[src/rtl/ddr_ctrl_pkg.sv]
// Shared definitions for the DDR write/read controllers: one-hot controller
// states, MIG command encodings and the beat-counter type.
package ddr_ctrl_pkg;

  typedef enum logic [3:0] {
    ST_IDLE  = 4'b0001,
    ST_REQ   = 4'b0010,
    ST_WRITE = 4'b0100,
    ST_DONE  = 4'b1000
  } ctrl_state_e;

  localparam logic [2:0] CMD_WR = 3'b000;
  localparam logic [2:0] CMD_RD = 3'b001;

  localparam int CNT_WIDTH = 8;
  typedef logic [CNT_WIDTH-1:0] beat_cnt_t;

endpackage

[src/rtl/ddr_wr_ctrl.sv]
// Burst write controller: arbitrates for the MIG, then streams BURST_LEN data
// beats from a FWFT FIFO and issues one write command per beat behind its data.
module ddr_wr_ctrl
  import ddr_ctrl_pkg::*;
#(
  parameter int          BURST_LEN  = 64,
  parameter int          ADDR_WIDTH = 28,
  parameter int          DATA_WIDTH = 128,
  parameter int unsigned ADDR_STEP  = 8,
  parameter int unsigned ADDR_BASE  = 0,
  parameter int unsigned ADDR_MAX   = 2 ** 27
) (
  input  logic                    ui_clk,
  input  logic                    rst,
  input  logic                    init_calib_complete,
  output logic                    wr_req,
  input  logic                    wr_ack,
  output logic                    wr_done,
  input  logic                    fifo_empty,
  input  logic [9:0]              fifo_rd_count,
  input  logic [DATA_WIDTH-1:0]   fifo_dout,
  output logic                    fifo_rd_en,
  output logic [ADDR_WIDTH-1:0]   app_addr,
  output logic [2:0]              app_cmd,
  output logic                    app_en,
  input  logic                    app_rdy,
  output logic [DATA_WIDTH-1:0]   app_wdf_data,
  output logic                    app_wdf_wren,
  output logic                    app_wdf_end,
  output logic [DATA_WIDTH/8-1:0] app_wdf_mask,
  input  logic                    app_wdf_rdy
);

  localparam beat_cnt_t             BURST_CNT  = beat_cnt_t'(BURST_LEN);
  localparam logic [9:0]            COUNT_MIN  = 10'(BURST_LEN);
  localparam logic [ADDR_WIDTH:0]   STEP_EXT   = (ADDR_WIDTH + 1)'(ADDR_STEP);
  localparam logic [ADDR_WIDTH:0]   MAX_EXT    = (ADDR_WIDTH + 1)'(ADDR_MAX);
  localparam logic [ADDR_WIDTH-1:0] BASE_ADDR  = ADDR_WIDTH'(ADDR_BASE);

  ctrl_state_e             state;
  ctrl_state_e             state_next;
  beat_cnt_t               data_cnt;
  beat_cnt_t               cmd_cnt;
  logic                    burst_start;
  logic                    data_acc;
  logic                    cmd_acc;
  logic [ADDR_WIDTH:0]     addr_sum;
  logic [ADDR_WIDTH-1:0]   addr_next;

  // NOTE: sequential state uses non-blocking assignments so every register
  // samples the pre-edge values regardless of block ordering.
  always_ff @(posedge ui_clk) begin
    if (rst) state <= ST_IDLE;
    else     state <= state_next;
  end

  // NOTE: every output of this block gets a default first; a path that leaves
  // one unassigned would infer a latch.
  always_comb begin
    state_next   = state;
    wr_req       = 1'b0;
    wr_done      = 1'b0;
    app_en       = 1'b0;
    app_wdf_wren = 1'b0;
    burst_start  = 1'b0;
    unique case (state)
      ST_IDLE: begin
        if (init_calib_complete && (fifo_rd_count >= COUNT_MIN)) state_next = ST_REQ;
      end
      ST_REQ: begin
        wr_req = 1'b1;
        if (wr_ack) begin
          state_next  = ST_WRITE;
          burst_start = 1'b1;
        end
      end
      ST_WRITE: begin
        app_wdf_wren = (data_cnt < BURST_CNT) && !fifo_empty;
        // A command may only follow data that has already been accepted.
        app_en       = (cmd_cnt < BURST_CNT) && (cmd_cnt < data_cnt);
        if ((data_cnt == BURST_CNT) && (cmd_cnt == BURST_CNT)) state_next = ST_DONE;
      end
      ST_DONE: begin
        wr_done    = 1'b1;
        state_next = ST_IDLE;
      end
      default: state_next = ST_IDLE;
    endcase
    // Reset silences the handshakes in the same cycle it is asserted.
    if (rst) begin
      wr_req       = 1'b0;
      wr_done      = 1'b0;
      app_en       = 1'b0;
      app_wdf_wren = 1'b0;
      burst_start  = 1'b0;
    end
  end

  assign data_acc   = app_wdf_wren & app_wdf_rdy;
  assign cmd_acc    = app_en & app_rdy;
  assign fifo_rd_en = data_acc;

  always_ff @(posedge ui_clk) begin
    if (rst || burst_start) begin
      data_cnt <= '0;
      cmd_cnt  <= '0;
    end else begin
      if (data_acc) data_cnt <= data_cnt + beat_cnt_t'(1);
      if (cmd_acc)  cmd_cnt  <= cmd_cnt + beat_cnt_t'(1);
    end
  end

  // One extra bit keeps the wrap compare exact when ADDR_MAX fills ADDR_WIDTH.
  assign addr_sum  = {1'b0, app_addr} + STEP_EXT;
  assign addr_next = (addr_sum >= MAX_EXT) ? BASE_ADDR : addr_sum[ADDR_WIDTH-1:0];

  always_ff @(posedge ui_clk) begin
    if (rst)          app_addr <= BASE_ADDR;
    else if (cmd_acc) app_addr <= addr_next;
  end

  assign app_cmd      = CMD_WR;
  assign app_wdf_data = fifo_dout;
  assign app_wdf_end  = app_wdf_wren;
  assign app_wdf_mask = '0;

endmodule

[config.mk]
export PLATFORM = sky130hd
export DESIGN_NAME = ddr_wr_ctrl
export DESIGN_NICKNAME = d
export VERILOG_FILES = /design/src/rtl/ddr_ctrl_pkg.sv /design/src/rtl/ddr_wr_ctrl.sv
export SDC_FILE = /design/constraint.sdc
export NUM_CORES = 1
export LEC_CHECK = 0
export ABC_AREA = 1
export CORE_AREA = 2 2 128 130
export DETAILED_ROUTE_END_ITERATION = 12
export DIE_AREA = 0 0 130 132
export PLACE_DENSITY = 0.67
export SLEW_MARGIN = 25
export SYNTH_ARGS = -nofsm -noshare
export SYNTH_HDL_FRONTEND = slang
export SYNTH_SLANG_ARGS = --single-unit
export TNS_END_PERCENT = 30
[constraint.sdc]
create_clock -name ui_clk -period 2.9 [get_ports ui_clk]
set_clock_uncertainty 0.15 [all_clocks]
set_input_delay 0.87 -clock ui_clk [delete_from_list [all_inputs] [get_ports ui_clk]]
set_output_delay 0.87 -clock ui_clk [all_outputs]
set_load 0.01 [all_outputs]
[Word-level counts from Yosys, hierarchy flattened]
Index checks and enable logic that the tools add are counted.
Cells by class
  add/sub/neg operators: 3
  $mul: 0
  divide/modulo/power cells: 0
  $lt $le $gt $ge: 5
  eq/ne operators: 9
  shift operators: 0
  mux-type cells: 16
  bitwise logic cells: 2
  reduce and logical (&&, ||, !) cells: 7
Operators by type and width (count)
  adder 28 x 4 -> 29 bit, second input constant: 1
  greater-or-equal comparator 29 x 28 -> 1 bit, second input constant: 1
  2-to-1 mux 28 bit: 1
  adder 8 x 1 -> 8 bit, second input constant: 2
  equality test 8 x 7 -> 1 bit, second input constant: 2
  less-than comparator 8 x 7 -> 1 bit, second input constant: 2
  2-to-1 mux 4 bit: 3
  one-hot mux 4 bit (3 select lines): 1
  2-to-1 mux 1 bit: 11
  greater-or-equal comparator 10 x 7 -> 1 bit, second input constant: 1
  less-than comparator 8 bit: 1
  inequality test 2 bit, second input constant: 3
  equality test 4 x 1 -> 1 bit, second input constant: 1
  equality test 4 x 2 -> 1 bit, second input constant: 1
  equality test 4 x 3 -> 1 bit, second input constant: 1
  equality test 4 bit, second input constant: 1
  logical AND 1 bit: 4
  AND reduction 3 bit: 1
  AND 1 bit: 2
  logical NOT 1 bit: 1
  logical OR 1 bit: 1
Word-level totals
  register bits after elaboration: 48
  latch bits: 0
  memory bits (writable): 0
  ROM bits: 0
  bits of input ports: 145
  output and inout port bits: 181
  word-level logic and storage cells: 46
  memories: 0

[Longest topological paths before layout]
  word-level depth: 5
  gate-level depth with buffers: 15
  gate-level depth less buffers: 13

[Least setup slack after synthesis]
No wires, ideal clock.
  path type: input to output
  from: input port rst
  to: output port fifo_rd_en
  arrival: 1.724 ns
  data required time: 1.880 ns
  slack: 0.156 ns
  cell stages on the path: 6
  buffers on the path: 1
  cells stage by stage: buf_6 inv_1 nand3_1 nor3_2 nand2_1 inv_2
Between the ends
  longest elaborated chain between the ends: 2
Ends and longest elaborated chain
  start: declaration: RTL line ddr_wr_ctrl.sv:14  | input logic rst,
  2-to-1 mux 1 bit: RTL line ddr_wr_ctrl.sv:90  | if (rst) begin
  net app_wdf_end: RTL line ddr_wr_ctrl.sv:29  | output logic app_wdf_end,
  AND 1 bit: RTL line ddr_wr_ctrl.sv:99  | assign data_acc = app_wdf_wren & app_wdf_rdy;
  end: declaration: RTL line ddr_wr_ctrl.sv:22  | output logic fifo_rd_en,
The timed path passes the listed nets, and every way through them passes these cells.

[Worst setup path after layout]
  from: input port rst
  to: output port app_en
Between the ends
  longest elaborated chain between the ends: 1
Ends and longest elaborated chain
  2-to-1 mux 1 bit: RTL line ddr_wr_ctrl.sv:90
  end: declaration: RTL line ddr_wr_ctrl.sv:25  | output logic app_en,
Every way passes these cells.

==> impl_summary.txt <==
----------------------------------------------------
[Power and ir drop]
  Combinational share of power ... 11.2%
  Switching part of the total power ... 24.72%
  Share of power burned in the clock network ... 45.2%
  Total power divided by cell area ... 351.3 nW/um^2
  Proportion of power drawn by flip-flops and latches ... 43.6%
  Pint ... 1.128 mW
  Peak supply drop ... 0.1723 mV
  Total leakage power ... 1.782 nW
  Net switching component of the power ... 0.3706 mW

[Critical path]
  Top fanout value on the critical path ... 2
  Crit path from ... rst
  Critical path launch point type ... input pin
  Critical Path RT ... 1.88 ns
  Arrival time of data at the critical path endpoint ... 1.76 ns
  Kind of critical path ... in -> out
  Crit end category ... primary output
  Critical R2R Launch ... app_addr[3]$_SDFFE_PP0P_

[CTS]
  Clk pin slew, worst setup/hold paths ... 0.06 ns
  Depth of the CTS H-tree ... 2
  Clock latency at the later pin of the worst-skew pair ... 0.29 ns
  Root Buffer ... clkbuf_16
  Num Clock Sinks ... 45
  Number of buffers between clock root and the deepest sink ... 2
  Clock tree from TritonCTS ... yes
  Number of CTS-inserted buffers ... 5

[Global routing]
  Met1 layer usage reported by global route ... 12.16%
  First-pass GRT wire length ... 14,990 microns
  Fraction of met2 tracks used by global routing ... 17.34%
  Largest net degree at the start of global routing ... 27
  Met3 demand-to-capacity share in global routing ... 4.870%
  Number of global-route vias before repair ... 3,031
  Grt peak-use layer ... met2
  All-Layer GR Usage ... 10.96%
  Number of antenna violations at the first check in global routing ... 0
  Overall overflow remaining after global route ... 0

[Finish]
  Final net count ... 718
  Count of inserted antenna diode cells ... 0
  Share of layout cells above drive strength 1 ... 16.90%
  Area growth from synthesis to final layout ... -0.1465%
  Post-route design area ... 4267 sq um
  Finished Core Util ... 27.15%

[Yosys]
  EDFF count, synth ... 0
  Biggest area consumer among synthesized cells ... buf_4
  Ys async rst share ... 0%
  Portion of synthesized cell area occupied by the leading cell type ... 26.53%
  Post-synthesis sequential element count ... 45
  Number of library cell types mapped by synthesis ... 43
  Average cell area after synthesis ... 6.881 sq um
  Share of the yosys chip area belonging to registers ... 21.08%
  Number of synthesis warnings ... 0
  Area contributors post-synth ... buf_4 (27%), dfxtp_1 (21%), nand2_1 (8.7%)
  Mapped Area ... 4273 sq um
  Predominant post-synthesis flop cell ... dfxtp_1
  Instance count of the mapped netlist ... 621

[Placed design]
  Number of input and output port buffers inserted ... 41
  Cell area reported after detailed placement ... 4058 sq um
  Total half-perimeter wirelength after legalization and detailed placement ... 7706 microns
  Routability congestion estimate ... 0.8362

[Floorplan]
  Std-Cell Rows ... 46
  I/O Pins ... 326
  Placeable core region ... 15,710 sq um
  Y dimension of the die ... 132 microns
  Starting utilization of the core area ... 27.19%
  Die width ... 130 microns
  Area of the die ... 17,160 sq um

[Timing]
  Final critical-path required period ... 2.778 ns
  # setup viols final ... 0
  Final-report hold violation count ... 0
  Final number of max-transition violations ... 0
  Post-route clock period utilization ... 95.81%
  Max Clk Rate ... 359.9 MHz
  RSZ-0062 raised after global routing ... no

[Outcome]
  Result of the run ... complete, no violations

[Detailed routing]
  Vias per Instance ... 4.265
  Violation count after the first detailed-routing iteration ... 187
  Detailed-routing iteration count for the pre-antenna-repair pass ... 4
  Total length of routed wires ... 9790 microns
  Number of remaining DRC errors ... 0
  Final ANT Viol Nets ... 0
  Via count of the routed design ... 3,318
  Average wire length per cell after detail routing ... 12.58 microns

[Min path]
  Path class of the lowest-slack min-delay path ... reg -> reg
  Worst hold start ... data_cnt[5]$_SDFFE_PP0P_

[Run]
  Number of violations of the max-capacitance limit ... 0

----------------------------------------------------
[final cells by class]
| class | instances | area (sq um) |
|---|---|---|
| clock buffer | 7 | 142.6 |
| tap | 216 | 270.3 |
| clock inverter | 1 | 30.03 |
| sequential | 45 | 900.9 |
| fill | 1696 | 11450 |
| timing repair buffer | 74 | 670.6 |
| multi-input combinational | 359 | 1967 |
| inverter | 76 | 285.3 |
[sequential cells by signal, indices dropped and copies added (netlist names)]
signal    cells
state         4
data_cnt      8
app_addr     25
cmd_cnt       8
[cell usage after synthesis, drive strengths merged, types with 11 or more instances]
cell   count
nand2    109
inv       76
dfxtp     45
a21oi     27
nand3     30
o21ai     17
nand4     20
ha        12
xor2      11
buf      161
nor3      14
nor2      80
[what timing repair did]
| action | 4_1_cts | 5_1_grt |
|---|---|---|
| gates resized for setup | 23 | 5 |
| setup endpoints to repair | 6 | 4 |
| pin swaps | 1 | 2 |
| setup buffers | 2 | 0 |
| hold buffers | 0 | 0 |
[metrics by stage]
| step | worst slack, ns | cells | power [mW] | hold WS [ns] | setup TNS [ns] |
|---|---|---|---|---|---|
| after floorplan | 0.1557 | 642 | 0.9844 | 0.2953 | 0 |
| after global placement | -0.5773 | 768 | 0.8330 | 0.3022 | -4.784 |
| after detailed placement | -0.5745 | 768 | 0.8353 | 0.3073 | -4.906 |
| after CTS | 0.05185 | 778 | 1.515 | 0.3175 | 0 |
| after global routing | 0.03201 | 778 | 1.564 | 0.3303 | 0 |
| final | 0.1216 | 778 | 1.499 | 0.3166 | 0 |
[final timing paths]
check,endpoint,slack [ns],cells past startpoint
setup / recovery,app_en,0.12,5
hold / removal,data_cnt[5]$_SDFFE_PP0P_,0.32,2
setup reg to reg,app_addr[11]$_SDFFE_PP0P_,0.69,11
hold reg to reg,data_cnt[5]$_SDFFE_PP0P_,0.32,2
[power groups by stage]
stage | clock network, mW | registers, mW | logic (mW)
floorplan | 0 | 0.665 | 0.320
global placement | 0 | 0.668 | 0.165
detailed placement | 0 | 0.668 | 0.167
CTS | 0.695 | 0.654 | 0.167
global route | 0.717 | 0.657 | 0.190
finish | 0.678 | 0.654 | 0.167
[worst max-delay path, cell delays in order]
cell and delay [ns]:
clkdlybuf4s15_1 0.19, buf_4 0.16, nor3_4 0.19, a21boi_1 0.18
buf_2 0.17
[cells in the final DEF, fill, tap and decap left out, drive strengths merged, types with 2 or more instances in the layout]
master,synthesis,routed
nand2,109,109
nor2,80,80
inv,76,76
dfxtp,45,45
buf,161,35
clkdlybuf4s50,0,33
nand3,30,30
a21oi,27,27
conb,1,22
nand4,20,20
o21ai,17,17
nor3,14,14
ha,12,12
xor2,11,11
clkbuf,1,7
clkdlybuf4s15,0,4
xnor2,3,3
nor4,2,2
o211ai,2,2
a21boi,2,2
nor3b,2,2
[cell families after synthesis]
| kind of cell | share of synthesized area, % |
|---|---|
| compound gates | 7.174 |
| xor+xnor | 2.870 |
| fa+ha+maj | 3.514 |
| buf+inv | 35.23 |
| flops | 21.08 |
| other cells | 0.08776 |
| simple gates | 30.04 |
[per-layer routing]
| layer | share of wire [%] | vias up |
|---|---|---|
| li1 | - | 1655 |
| met4 | 4.8 | 0 |
| met5 | 0 | - |
| met3 | 11 | 50 |
| met1 | 39 | 1476 |
| met2 | 45 | 137 |
Power figures use the tool's default switching activity.
